**src/rtl/conv_seq_ctrl_if.sv**
```systemverilog
`default_nettype none
// +--------------------------------------------------------------------------+
// | Module      : conv_seq_ctrl_if                                           |
// | Description : Control/handshake bundle between the conv sequencer, the   |
// |               host start strobes, the input buffer and the conv engine.  |
// | Revision    : 1.0 - initial release                                      |
// +--------------------------------------------------------------------------+
interface conv_seq_ctrl_if #(
  parameter int N_CH   = 3,
  parameter int ADDR_W = 12
);
  localparam int CH_W = $clog2(N_CH) + 1;

  // Host strobes
  logic              start_operation;
  logic              start_load_img;
  logic              clear_weights;
  logic              abort;
  // Buffer read port
  logic              rd_req;
  logic              rd_ack;
  logic [ADDR_W-1:0] rd_addr;
  logic              img_weight_sel;
  // Conv engine handshake
  logic [CH_W-1:0]   ch_idx;
  logic              conv_start;
  logic              conv_done;
  // Status
  logic              weights_loaded;
  logic              busy;
  logic              done;
  logic [31:0]       perf_cycles;

  // Sequencer side
  modport master (
    input  start_operation, start_load_img, clear_weights, abort, rd_ack, conv_done,
    output rd_req, rd_addr, img_weight_sel, ch_idx, conv_start,
           weights_loaded, busy, done, perf_cycles
  );

  // Environment side (host, buffer, engine)
  modport slave (
    output start_operation, start_load_img, clear_weights, abort, rd_ack, conv_done,
    input  rd_req, rd_addr, img_weight_sel, ch_idx, conv_start,
           weights_loaded, busy, done, perf_cycles
  );
endinterface
`default_nettype wire

```
**src/rtl/conv_seq_ctrl.sv**
```systemverilog
`default_nettype none
// +--------------------------------------------------------------------------+
// | Module      : conv_seq_ctrl                                              |
// | Description : Sequencer for the conv datapath. Loads all weights once,   |
// |               then per channel reads an image tile and runs one conv.    |
// |               Word reads use req/ack with internal per-phase counters.   |
// | Options     : CONV_SEQ_PERF_CNT_EN - builds the saturating busy-cycle    |
// |               counter on perf_cycles (tied to 0 when undefined).         |
// | Revision    : 1.0 - initial release                                      |
// +--------------------------------------------------------------------------+
module conv_seq_ctrl #(
  parameter int N_CH    = 3,
  parameter int W_WORDS = 9,
  parameter int I_WORDS = 784,
  parameter int ADDR_W  = 12
) (
  input logic             clk,
  input logic             rst,
  conv_seq_ctrl_if.master bus
);

  localparam int CH_W = $clog2(N_CH) + 1;

  localparam logic [ADDR_W-1:0] c_W_LAST  = ADDR_W'(N_CH * W_WORDS - 1);
  localparam logic [ADDR_W-1:0] c_I_LAST  = ADDR_W'(I_WORDS - 1);
  localparam logic [ADDR_W-1:0] c_I_STEP  = ADDR_W'(I_WORDS);
  localparam logic [CH_W-1:0]   c_CH_LAST = CH_W'(N_CH - 1);

  typedef enum logic [2:0] {
    IDLE      = 3'd0,
    LOAD_W    = 3'd1,
    LOAD_I    = 3'd2,
    CONV_GO   = 3'd3,
    CONV_WAIT = 3'd4,
    DONE      = 3'd5
  } state_t;

  state_t            state_q, state_d;
  logic [ADDR_W-1:0] cnt_q, cnt_d;     // word index within the current phase
  logic [ADDR_W-1:0] base_q, base_d;   // region offset of the current channel tile
  logic [CH_W-1:0]   ch_q, ch_d;
  logic              wl_q, wl_d;
  logic              rd_req_q, rd_req_d;
  logic [ADDR_W-1:0] rd_addr_q, rd_addr_d;
  logic              sel_q, sel_d;
  logic              conv_start_q, conv_start_d;
  logic              done_q, done_d;
  logic              busy_q, busy_d;
  logic              w_ack;
  logic              w_start_acc;

  // An ack only counts while a request is actually outstanding
  assign w_ack = rd_req_q & bus.rd_ack;

  // Next-state, counters and registered-output values; abort overrides everything
  always_comb begin
    state_d     = state_q;
    cnt_d       = cnt_q;
    base_d      = base_q;
    ch_d        = ch_q;
    wl_d        = wl_q;
    w_start_acc = 1'b0;

    if (bus.abort) begin
      state_d = IDLE;
      cnt_d   = '0;
      base_d  = '0;
      ch_d    = '0;
    end else begin
      case (state_q)
        IDLE: begin
          if (bus.start_operation && !wl_q) begin
            state_d     = LOAD_W;
            cnt_d       = '0;
            base_d      = '0;
            w_start_acc = 1'b1;
          end else if (bus.start_load_img && wl_q) begin
            state_d     = LOAD_I;
            cnt_d       = '0;
            base_d      = '0;
            ch_d        = '0;
            w_start_acc = 1'b1;
          end else if (bus.clear_weights) begin
            wl_d = 1'b0;
          end
        end
        LOAD_W: begin
          if (w_ack) begin
            if (cnt_q == c_W_LAST) begin
              state_d = IDLE;
              cnt_d   = '0;
              wl_d    = 1'b1;
            end else begin
              cnt_d = cnt_q + ADDR_W'(1);
            end
          end
        end
        LOAD_I: begin
          if (w_ack) begin
            if (cnt_q == c_I_LAST) begin
              state_d = CONV_GO;
              cnt_d   = '0;
            end else begin
              cnt_d = cnt_q + ADDR_W'(1);
            end
          end
        end
        CONV_GO: begin
          state_d = CONV_WAIT;
        end
        CONV_WAIT: begin
          if (bus.conv_done) begin
            if (ch_q == c_CH_LAST) begin
              state_d = DONE;
            end else begin
              state_d = LOAD_I;
              ch_d    = ch_q + CH_W'(1);
              base_d  = base_q + c_I_STEP;
              cnt_d   = '0;
            end
          end
        end
        DONE: begin
          state_d = IDLE;
          ch_d    = '0;
          base_d  = '0;
        end
        default: begin
          state_d = IDLE;
        end
      endcase
    end

    // Outputs follow the next state so they are registered yet not lagging,
    // except conv_start which is issued from CONV_GO one cycle later
    rd_req_d     = (state_d == LOAD_W) || (state_d == LOAD_I);
    sel_d        = (state_d == LOAD_W);
    rd_addr_d    = base_d + cnt_d;
    conv_start_d = (state_q == CONV_GO) && !bus.abort;
    done_d       = (state_d == DONE);
    busy_d       = (state_d != IDLE);
  end

  // State and output registers
  always_ff @(posedge clk or negedge rst) begin
    if (!rst) begin
      state_q      <= IDLE;
      cnt_q        <= '0;
      base_q       <= '0;
      ch_q         <= '0;
      wl_q         <= 1'b0;
      rd_req_q     <= 1'b0;
      rd_addr_q    <= '0;
      sel_q        <= 1'b0;
      conv_start_q <= 1'b0;
      done_q       <= 1'b0;
      busy_q       <= 1'b0;
    end else begin
      state_q      <= state_d;
      cnt_q        <= cnt_d;
      base_q       <= base_d;
      ch_q         <= ch_d;
      wl_q         <= wl_d;
      rd_req_q     <= rd_req_d;
      rd_addr_q    <= rd_addr_d;
      sel_q        <= sel_d;
      conv_start_q <= conv_start_d;
      done_q       <= done_d;
      busy_q       <= busy_d;
    end
  end

  assign bus.rd_req         = rd_req_q;
  assign bus.rd_addr        = rd_addr_q;
  assign bus.img_weight_sel = sel_q;
  assign bus.ch_idx         = ch_q;
  assign bus.conv_start     = conv_start_q;
  assign bus.weights_loaded = wl_q;
  assign bus.busy           = busy_q;
  assign bus.done           = done_q;

`ifdef CONV_SEQ_PERF_CNT_EN
  logic [31:0] perf_q;

  // Saturating count of busy cycles, restarted by every accepted start
  always_ff @(posedge clk or negedge rst) begin
    if (!rst) begin
      perf_q <= '0;
    end else if (w_start_acc) begin
      perf_q <= '0;
    end else if (busy_q && (perf_q != 32'hFFFF_FFFF)) begin
      perf_q <= perf_q + 32'd1;
    end
  end

  assign bus.perf_cycles = perf_q;
`else
  logic w_unused_perf;
  assign w_unused_perf   = w_start_acc;
  assign bus.perf_cycles = 32'd0;
`endif

endmodule
`default_nettype wire

```
**src/flat_wrapper.sv**
```systemverilog
// flat-port wrapper written by rule: the top's interface ports become plain ports
module conv_seq_ctrl_flat 
#(
  parameter int N_CH    = 3,
  parameter int W_WORDS = 9,
  parameter int I_WORDS = 784,
  parameter int ADDR_W  = 12
)
  (clk, rst, bus_start_operation, bus_start_load_img, bus_clear_weights, bus_abort, bus_rd_ack, bus_conv_done, bus_rd_req, bus_rd_addr, bus_img_weight_sel, bus_ch_idx, bus_conv_start, bus_weights_loaded, bus_busy, bus_done, bus_perf_cycles);
  conv_seq_ctrl_if #(.N_CH(N_CH), .ADDR_W(ADDR_W)) bus_i ();
  input logic clk;
  input logic rst;
  input wire logic [$bits(bus_i.start_operation)-1:0] bus_start_operation;
  input wire logic [$bits(bus_i.start_load_img)-1:0] bus_start_load_img;
  input wire logic [$bits(bus_i.clear_weights)-1:0] bus_clear_weights;
  input wire logic [$bits(bus_i.abort)-1:0] bus_abort;
  input wire logic [$bits(bus_i.rd_ack)-1:0] bus_rd_ack;
  input wire logic [$bits(bus_i.conv_done)-1:0] bus_conv_done;
  output wire logic [$bits(bus_i.rd_req)-1:0] bus_rd_req;
  output wire logic [$bits(bus_i.rd_addr)-1:0] bus_rd_addr;
  output wire logic [$bits(bus_i.img_weight_sel)-1:0] bus_img_weight_sel;
  output wire logic [$bits(bus_i.ch_idx)-1:0] bus_ch_idx;
  output wire logic [$bits(bus_i.conv_start)-1:0] bus_conv_start;
  output wire logic [$bits(bus_i.weights_loaded)-1:0] bus_weights_loaded;
  output wire logic [$bits(bus_i.busy)-1:0] bus_busy;
  output wire logic [$bits(bus_i.done)-1:0] bus_done;
  output wire logic [$bits(bus_i.perf_cycles)-1:0] bus_perf_cycles;
  assign bus_i.start_operation = bus_start_operation;
  assign bus_i.start_load_img = bus_start_load_img;
  assign bus_i.clear_weights = bus_clear_weights;
  assign bus_i.abort = bus_abort;
  assign bus_i.rd_ack = bus_rd_ack;
  assign bus_i.conv_done = bus_conv_done;
  assign bus_rd_req = bus_i.rd_req;
  assign bus_rd_addr = bus_i.rd_addr;
  assign bus_img_weight_sel = bus_i.img_weight_sel;
  assign bus_ch_idx = bus_i.ch_idx;
  assign bus_conv_start = bus_i.conv_start;
  assign bus_weights_loaded = bus_i.weights_loaded;
  assign bus_busy = bus_i.busy;
  assign bus_done = bus_i.done;
  assign bus_perf_cycles = bus_i.perf_cycles;
  conv_seq_ctrl #(.N_CH(N_CH), .W_WORDS(W_WORDS), .I_WORDS(I_WORDS), .ADDR_W(ADDR_W)) u_core (.clk(clk), .rst(rst), .bus(bus_i));
endmodule
```
**config.mk**
```make
export PLATFORM = sky130hd
export DESIGN_NAME = conv_seq_ctrl_flat
export DESIGN_NICKNAME = d
export VERILOG_FILES = /design/src/rtl/conv_seq_ctrl_if.sv /design/src/rtl/conv_seq_ctrl.sv /design/src/flat_wrapper.sv
export SDC_FILE = /design/constraint.sdc
export NUM_CORES = 1
export LEC_CHECK = 0
export ABC_AREA = 1
export CORE_AREA = 8 8 89 98
export DETAILED_ROUTE_END_ITERATION = 7
export DIE_AREA = 0 0 97 106
export GPL_TIMING_DRIVEN = 0
export PLACE_DENSITY = 0.77
export SLEW_MARGIN = 5
export SYNTH_ARGS = -nofsm -noshare
export SYNTH_HDL_FRONTEND = slang
export SYNTH_SLANG_ARGS = --single-unit
```
**constraint.sdc**
```tcl
create_clock -name clk -period 2.6 [get_ports clk]
set_clock_uncertainty 0.15 [all_clocks]
set_input_delay 0.52 -clock clk [delete_from_list [all_inputs] [get_ports clk]]
set_output_delay 0.52 -clock clk [all_outputs]
set_load 0.005 [all_outputs]
```
## Word-level counts from Yosys, hierarchy flattened

Cells that the tools add are included.
Widths: inputs -> output; s select.

| word-level totals | value |
|---|---|
| register bits | 48 |
| word-level logic and storage cells | 87 |

| operators by class | value |
|---|---|
| add/subtract/negate cells | 4 |
| equality and inequality tests | 20 |
| muxes and demuxes | 38 |
| bitwise gates (word level) | 2 |
| reduce and logical (&&, ||, !) cells | 12 |

Operators by type and width:

| operator | count |
|---|---|
| $mux 12 | 14 |
| $pmux 12 s4 | 1 |
| $mux 3 | 14 |
| $pmux 12 s3 | 1 |
| $pmux 3 s5 | 1 |
| $add 12x1->12 const B | 1 |
| $add 12x10->12 const B | 1 |
| $add 12x12->12 | 1 |
| $eq 12x10->1 const B | 1 |
| $eq 12x5->1 const B | 1 |
| $eq 3x2->1 const B | 4 |
| $eq 3x3->1 const B | 3 |
| $ne 3x3->1 const B | 3 |
| $pmux 3 s3 | 1 |
| $reduce_and 7->1 | 1 |
| $eq 3x1->1 const B | 2 |
| $ne 2x2->1 const B | 3 |
| $mux 1 | 5 |
| $reduce_and 5->1 | 1 |
| $ne 2x1->1 const B | 2 |
| $reduce_bool 4->1 | 1 |
| $add 3x1->3 const B | 1 |
| $logic_and 1x1->1 | 3 |
| $logic_not 3->1 | 1 |
| other kinds (8) | 9 |

## Logic depth before layout (Yosys ltp)

| logic depth | value |
|---|---|
| word-level depth | 7 |
| mapped depth | 22 |
| gate-level depth less buffers | 22 |

## Worst setup path before layout

OpenSTA, ideal clock, no wires.

| path | value |
|---|---|
| path kind | reg-to-reg |
| start | reg u_core.cnt_q[0] |
| end | reg u_core.rd_addr_q[11], in the netlist u_core.bus.rd_addr[11] |
| library setup time | 0.117 ns |
| data arrival time | 2.593 ns |
| data required time | 2.333 ns |
| slack | -0.260 ns |
| cell stages (with the launch flop) | 21 |
| buffers on the path | 0 |
| path through | dfrtp_1 -> ha_1 -> nand2_1 -> nor2_1 -> nand2_1 -> nor2_2 -> o21ai_4 -> nand2_1 -> nor2_1 -> o21ai_1 -> a21oi_1 -> ha_1 -> nand3_1 -> and2_1 -> inv_1 -> a21oi_1 -> inv_1 -> nand2_1 -> nand3_1 -> nand3_1 -> nand2_1 |

| on the way | value |
|---|---|
| longest elaborated chain between the ends | 6 |
| elaborated cells between the ends (all ways) | 14 |
| those cells by class | add/sub (2); eq/ne (2); mux (10) |

Ends and longest elaborated chain:

| what | RTL line | source |
|---|---|---|
| start: declaration | conv_seq_ctrl.sv:39 | `logic [ADDR_W-1:0] cnt_q, cnt_d;` |
| start signal: assignment | conv_seq_ctrl.sv:160 | `cnt_q <= cnt_d;` |
| $add 12x1->12, or another cell as far along | conv_seq_ctrl.sv:94, conv_seq_ctrl.sv:104 |  |
| $mux 12 (on tied branches) | conv_seq_ctrl.sv:100, conv_seq_ctrl.sv:89 |  |
| $mux 12 (on tied branches) | conv_seq_ctrl.sv:99, conv_seq_ctrl.sv:88 |  |
| $pmux 12 s4 * | conv_seq_ctrl.sv:70 | `case (state_q)` |
| $mux 12 * | conv_seq_ctrl.sv:64 | `if (bus.abort) begin` |
| named net u_core.cnt_d[1] | conv_seq_ctrl.sv:39 |  |
| $add 12x12->12 * | conv_seq_ctrl.sv:138 | `rd_addr_d = base_d + cnt_d;` |
| named net u_core.rd_addr_d[11] | conv_seq_ctrl.sv:44 | `logic [ADDR_W-1:0] rd_addr_q, rd_addr_d;` |
| end signal: assignment | conv_seq_ctrl.sv:165 | `rd_addr_q <= rd_addr_d;` |
| end: declaration | conv_seq_ctrl.sv:44 |  |

Mark *: on every way through the listed nets, which the timed path passes. The rest lies on a longest branch.
A chain may end at the register's enable or synchronous reset.

## Final worst setup path

| path | value |
|---|---|
| start | reg u_core.state_q[1] |
| end | reg u_core.rd_addr_q[10], in the netlist u_core.bus.rd_addr[10] |

| on the way | value |
|---|---|
| longest elaborated chain between the ends | 4 |
| elaborated cells between the ends (all ways) | 10 |
| those cells by class | add/sub (1); eq/ne (4); mux (4); reduce/logical (1) |

Ends and longest elaborated chain:

| what | RTL line | source |
|---|---|---|
| start: declaration | conv_seq_ctrl.sv:38 | `state_t state_q, state_d;` |
| start signal: assignment | conv_seq_ctrl.sv:159 | `state_q <= state_d;` |
| $eq 3x3->1 or $logic_not 3->1 (tied branches) | conv_seq_ctrl.sv:70 |  |
| $pmux 12 s3 * | conv_seq_ctrl.sv:70 |  |
| $mux 12 * | conv_seq_ctrl.sv:64 |  |
| named net u_core.base_d[9] | conv_seq_ctrl.sv:40 | `logic [ADDR_W-1:0] base_q, base_d;` |
| $add 12x12->12 * | conv_seq_ctrl.sv:138 |  |
| named net u_core.rd_addr_d[10] | conv_seq_ctrl.sv:44 |  |

Marks and branches as above.

==> out/qor.yml <==
timing:
  slew_violations: 0
  period_minus_slack_ns: 2.99
  hold_viol_final: 0
  setup_viol: 10
  worst_slack_ns: -0.394
  period_share: 1.15
  hold-worst-slack_ns: 0.371
  clock.fmax_ghz: 0.334
  setup_tns_ns: -2.23
  rsz0062_at_grt: "true"
critical_path:
  path_max_fanout: 7
  cp_slowest_cell: "dfrtp_2"
  slowest_delay_ns: 0.47
  crit_type: "flop to flop"
  cp.required_ns: 2.64
  r2r-start: "u_core.state_q[1]"
  reg2reg_depth: 12
  crit_path_start_kind: "flop"
  reg2reg_to: "u_core.bus.rd_addr[10]"
  timing.reg2reg.setup_slack_ns: -0.39
  end_kind: "flop"
  worst-endpoint-arrival_ns: 3.03
  crit_chain: "nor2_4, inv_2, nor2_4, inv_2, nor3_1, a31oi_1, a311oi_1, ha_1, buf_4, a21oi_1, nand4_1, xor2_1"
floorplan:
  dieWidth_um: 97
  io_pins: 61
  die_area_mm2: 0.0103
  die_y_um: 106
  start_util: 0.456
  row_count: 33
  core_mm2: 0.00723
grt:
  grt_pass1_vias: 3010
  grt_pass1_wl_um: 13900
  grt_antenna_before_repair: 0
  gr-total-overflow: 0
  grt_max_degree: 35
  grt_usage: 0.161
route:
  met2_length_um: 4790
  dr_total_vias: 3244
  top_layer_used: "met4"
  wl_met1_um: 3800
  viasPerCell: 5.25
  drtIter0Drc: 232
  drc_errors: 0
  wl_met3_um: 553
  wl_um: 9410
  ant_nets: 0
  dr.pass1.iters: 7
  wl_per_cell_um: 15.2
final_layout:
  multi_input_area_mm2: 0.00215
  n_antenna_cell: 0
  final_cells: 618
  fin_nets: 558
  regArea_mm2: 0.00121
  area_growth_pct: 40.5
  fillers: 561
  drive_gt1_frac: 0.369
cts:
  cts_root_buffer: "clkbuf_8"
  insertion_delay_ns: 0.31
  cts_tree: "done"
  cts_buffer_depth: 2
  clk_pin_slew_worst_paths_ns: 0.08
  cts_made_buffers: 5
  clock_sink_count: 48
  htree_levels: 2
synthesis:
  yosysWarnings: 0
  synth.distinct_cells: 41
  synthCells: 426
  avgSynthCellArea_um2: 7.74
  synth_area_mm2: 0.00330
  synth_seq_cells: 48
  yosysSeqAreaShare: 0.364
outcome:
  status: "complete, but fails checks"
  violations: "negative setup slack"
placement:
  dp.cells: 573
  hpwlAfterDp_um: 6150
  place.gp.congestion: 0.932
  port-buffer-count: 28
  pre_cts_ws_ns: -1.12
run:
  cap_violations: 0
hold_path:
  hold_path.class: "flop to flop"
  hold_start: "u_core.state_q[2]"
  min_to: "u_core.bus.conv_start"
  hold_depth: 1
pwr:
  p_leak_nw: 2.25
  ir_drop_uv: 316
  powerDensity_mw_per_mm2: 580
## power by group
part	internal [mW]	leakage, nW	switching [mW]
combinational	0.565	1.56	0.796
clock	0.174	0.0359	0.243
sequential	0.826	0.655	0.0812
## cell usage after synthesis (all sizes together)
master / instances / share of area
fa: 1 / 0.0061
a211oi: 1 / 0.0023
o221ai: 1 / 0.0027
nor4: 2 / 0.0038
xor2: 6 / 0.016
a31o: 1 / 0.0027
nor2: 44 / 0.066
a41oi: 1 / 0.0027
o22ai: 1 / 0.0019
o21ai: 25 / 0.044
o311ai: 1 / 0.0049
o21a: 1 / 0.0023
a31oi: 5 / 0.0095
inv: 58 / 0.066
xnor2: 4 / 0.011
o32ai: 1 / 0.0027
buf: 33 / 0.074
and2: 1 / 0.0019
nor3: 11 / 0.017
conb: 1 / 0.0011
a21oi: 26 / 0.039
o2111ai: 1 / 0.0046
nand2: 88 / 0.11
nand3: 36 / 0.059
a311oi: 1 / 0.0027
ha: 16 / 0.061
o211ai: 1 / 0.0023
nand4: 5 / 0.0095
a21o: 2 / 0.0046
o221a: 1 / 0.0034
dfrtp: 48 / 0.36
clkbuf: 2 / 0.0023
## final cells by class
type	count	share of cell area
inverters	58	0.0475
clock buffers	5	0.0149
multi-input cells	316	0.464
flip-flops and latches	48	0.260
repair buffers	69	0.133
well taps	87	0.0235
plain buffers	35	0.0570
## sequential cells by signal (all words and copies together), names as in the netlist
signal,count
u_core.base_q,12
u_core.bus.busy,1
u_core.bus.ch_idx,3
u_core.bus.conv_start,1
u_core.bus.done,1
u_core.bus.img_weight_sel,1
u_core.bus.rd_addr,12
u_core.bus.rd_req,1
u_core.bus.weights_loaded,1
u_core.cnt_q,12
u_core.state_q,3
## metrics by stage
step	total power, mW	instance area (um2)	util
2_1_floorplan	1.64	3470	-
3_3_place_gp	1.92	3860	0.534
3_5_place_dp	1.94	3870	0.536
4_1_cts	2.53	4360	0.603
5_1_grt	2.83	4630	0.641
6_report	2.69	4630	0.641
## how the worst max path moves through the flow
stage          slack [ns]              start  cells after the start                     end
6_report            -0.39  u_core.state_q[1]                     12  u_core.bus.rd_addr[10]
5_1_grt             -0.53  u_core.state_q[1]                     12  u_core.bus.rd_addr[10]
4_1_cts             -0.31    u_core.cnt_q[0]                     17   u_core.bus.rd_addr[8]
3_5_place_dp        -1.12          bus_abort                     15  u_core.bus.rd_addr[11]
3_3_place_gp        -1.10          bus_abort                     15  u_core.bus.rd_addr[11]
2_1_floorplan       -0.09    u_core.cnt_q[1]                     20  u_core.bus.rd_addr[11]
## logic make-up after synthesis
kind of cell               after synthesis  synth area share
and+or+nand+nor                        187             0.266
buffers and inverters                   93             0.143
AOI/OAI and AO/OA                       70             0.132
DFF                                     48             0.364
adders and majority gates               17            0.0668
xor gates and xnor gates                10            0.0266
other                                    1           0.00114
## layout by cell type, fill, tap and decap left out, drive strengths merged, types with 2 or more instances in the layout
cell | synthesis | final
nand2 | 88 | 88
buf | 33 | 74
inv | 58 | 58
dfrtp | 48 | 48
nor2 | 44 | 44
nand3 | 36 | 36
conb | 1 | 32
a21oi | 26 | 26
clkdlybuf4s50 | 0 | 25
o21ai | 25 | 25
ha | 16 | 16
nor3 | 11 | 11
clkbuf | 2 | 7
xor2 | 6 | 6
nand4 | 5 | 5
a31oi | 5 | 5
xnor2 | 4 | 4
nor4 | 2 | 2
a21o | 2 | 2
## critical path: cells and delay by family, from the launching register on
family	cells	cell delay, ns
AOI/OAI and AO/OA	3	0.70
xor gates and xnor gates	1	0.16
adders and majority gates	1	0.33
buffers and inverters	3	0.34
DFF	1	0.47
and+or+nand+nor	4	0.72
## per-layer routing
metal  GRT usage  vias up
met5           0        -
met1       0.180     1521
met2       0.287      145
met4      0.0770        0
met3      0.0305       25
li1            -     1553
## what timing repair did
item                                   4_1_cts  5_1_grt
buffers inserted                            28       11
hold buffers                                 1        0
setup endpoints to repair                   11       11
pin swaps                                   27       30
gates resized for setup                     45       48
endpoints found under the hold margin       14        0
(Power assumes the default switching activity.)
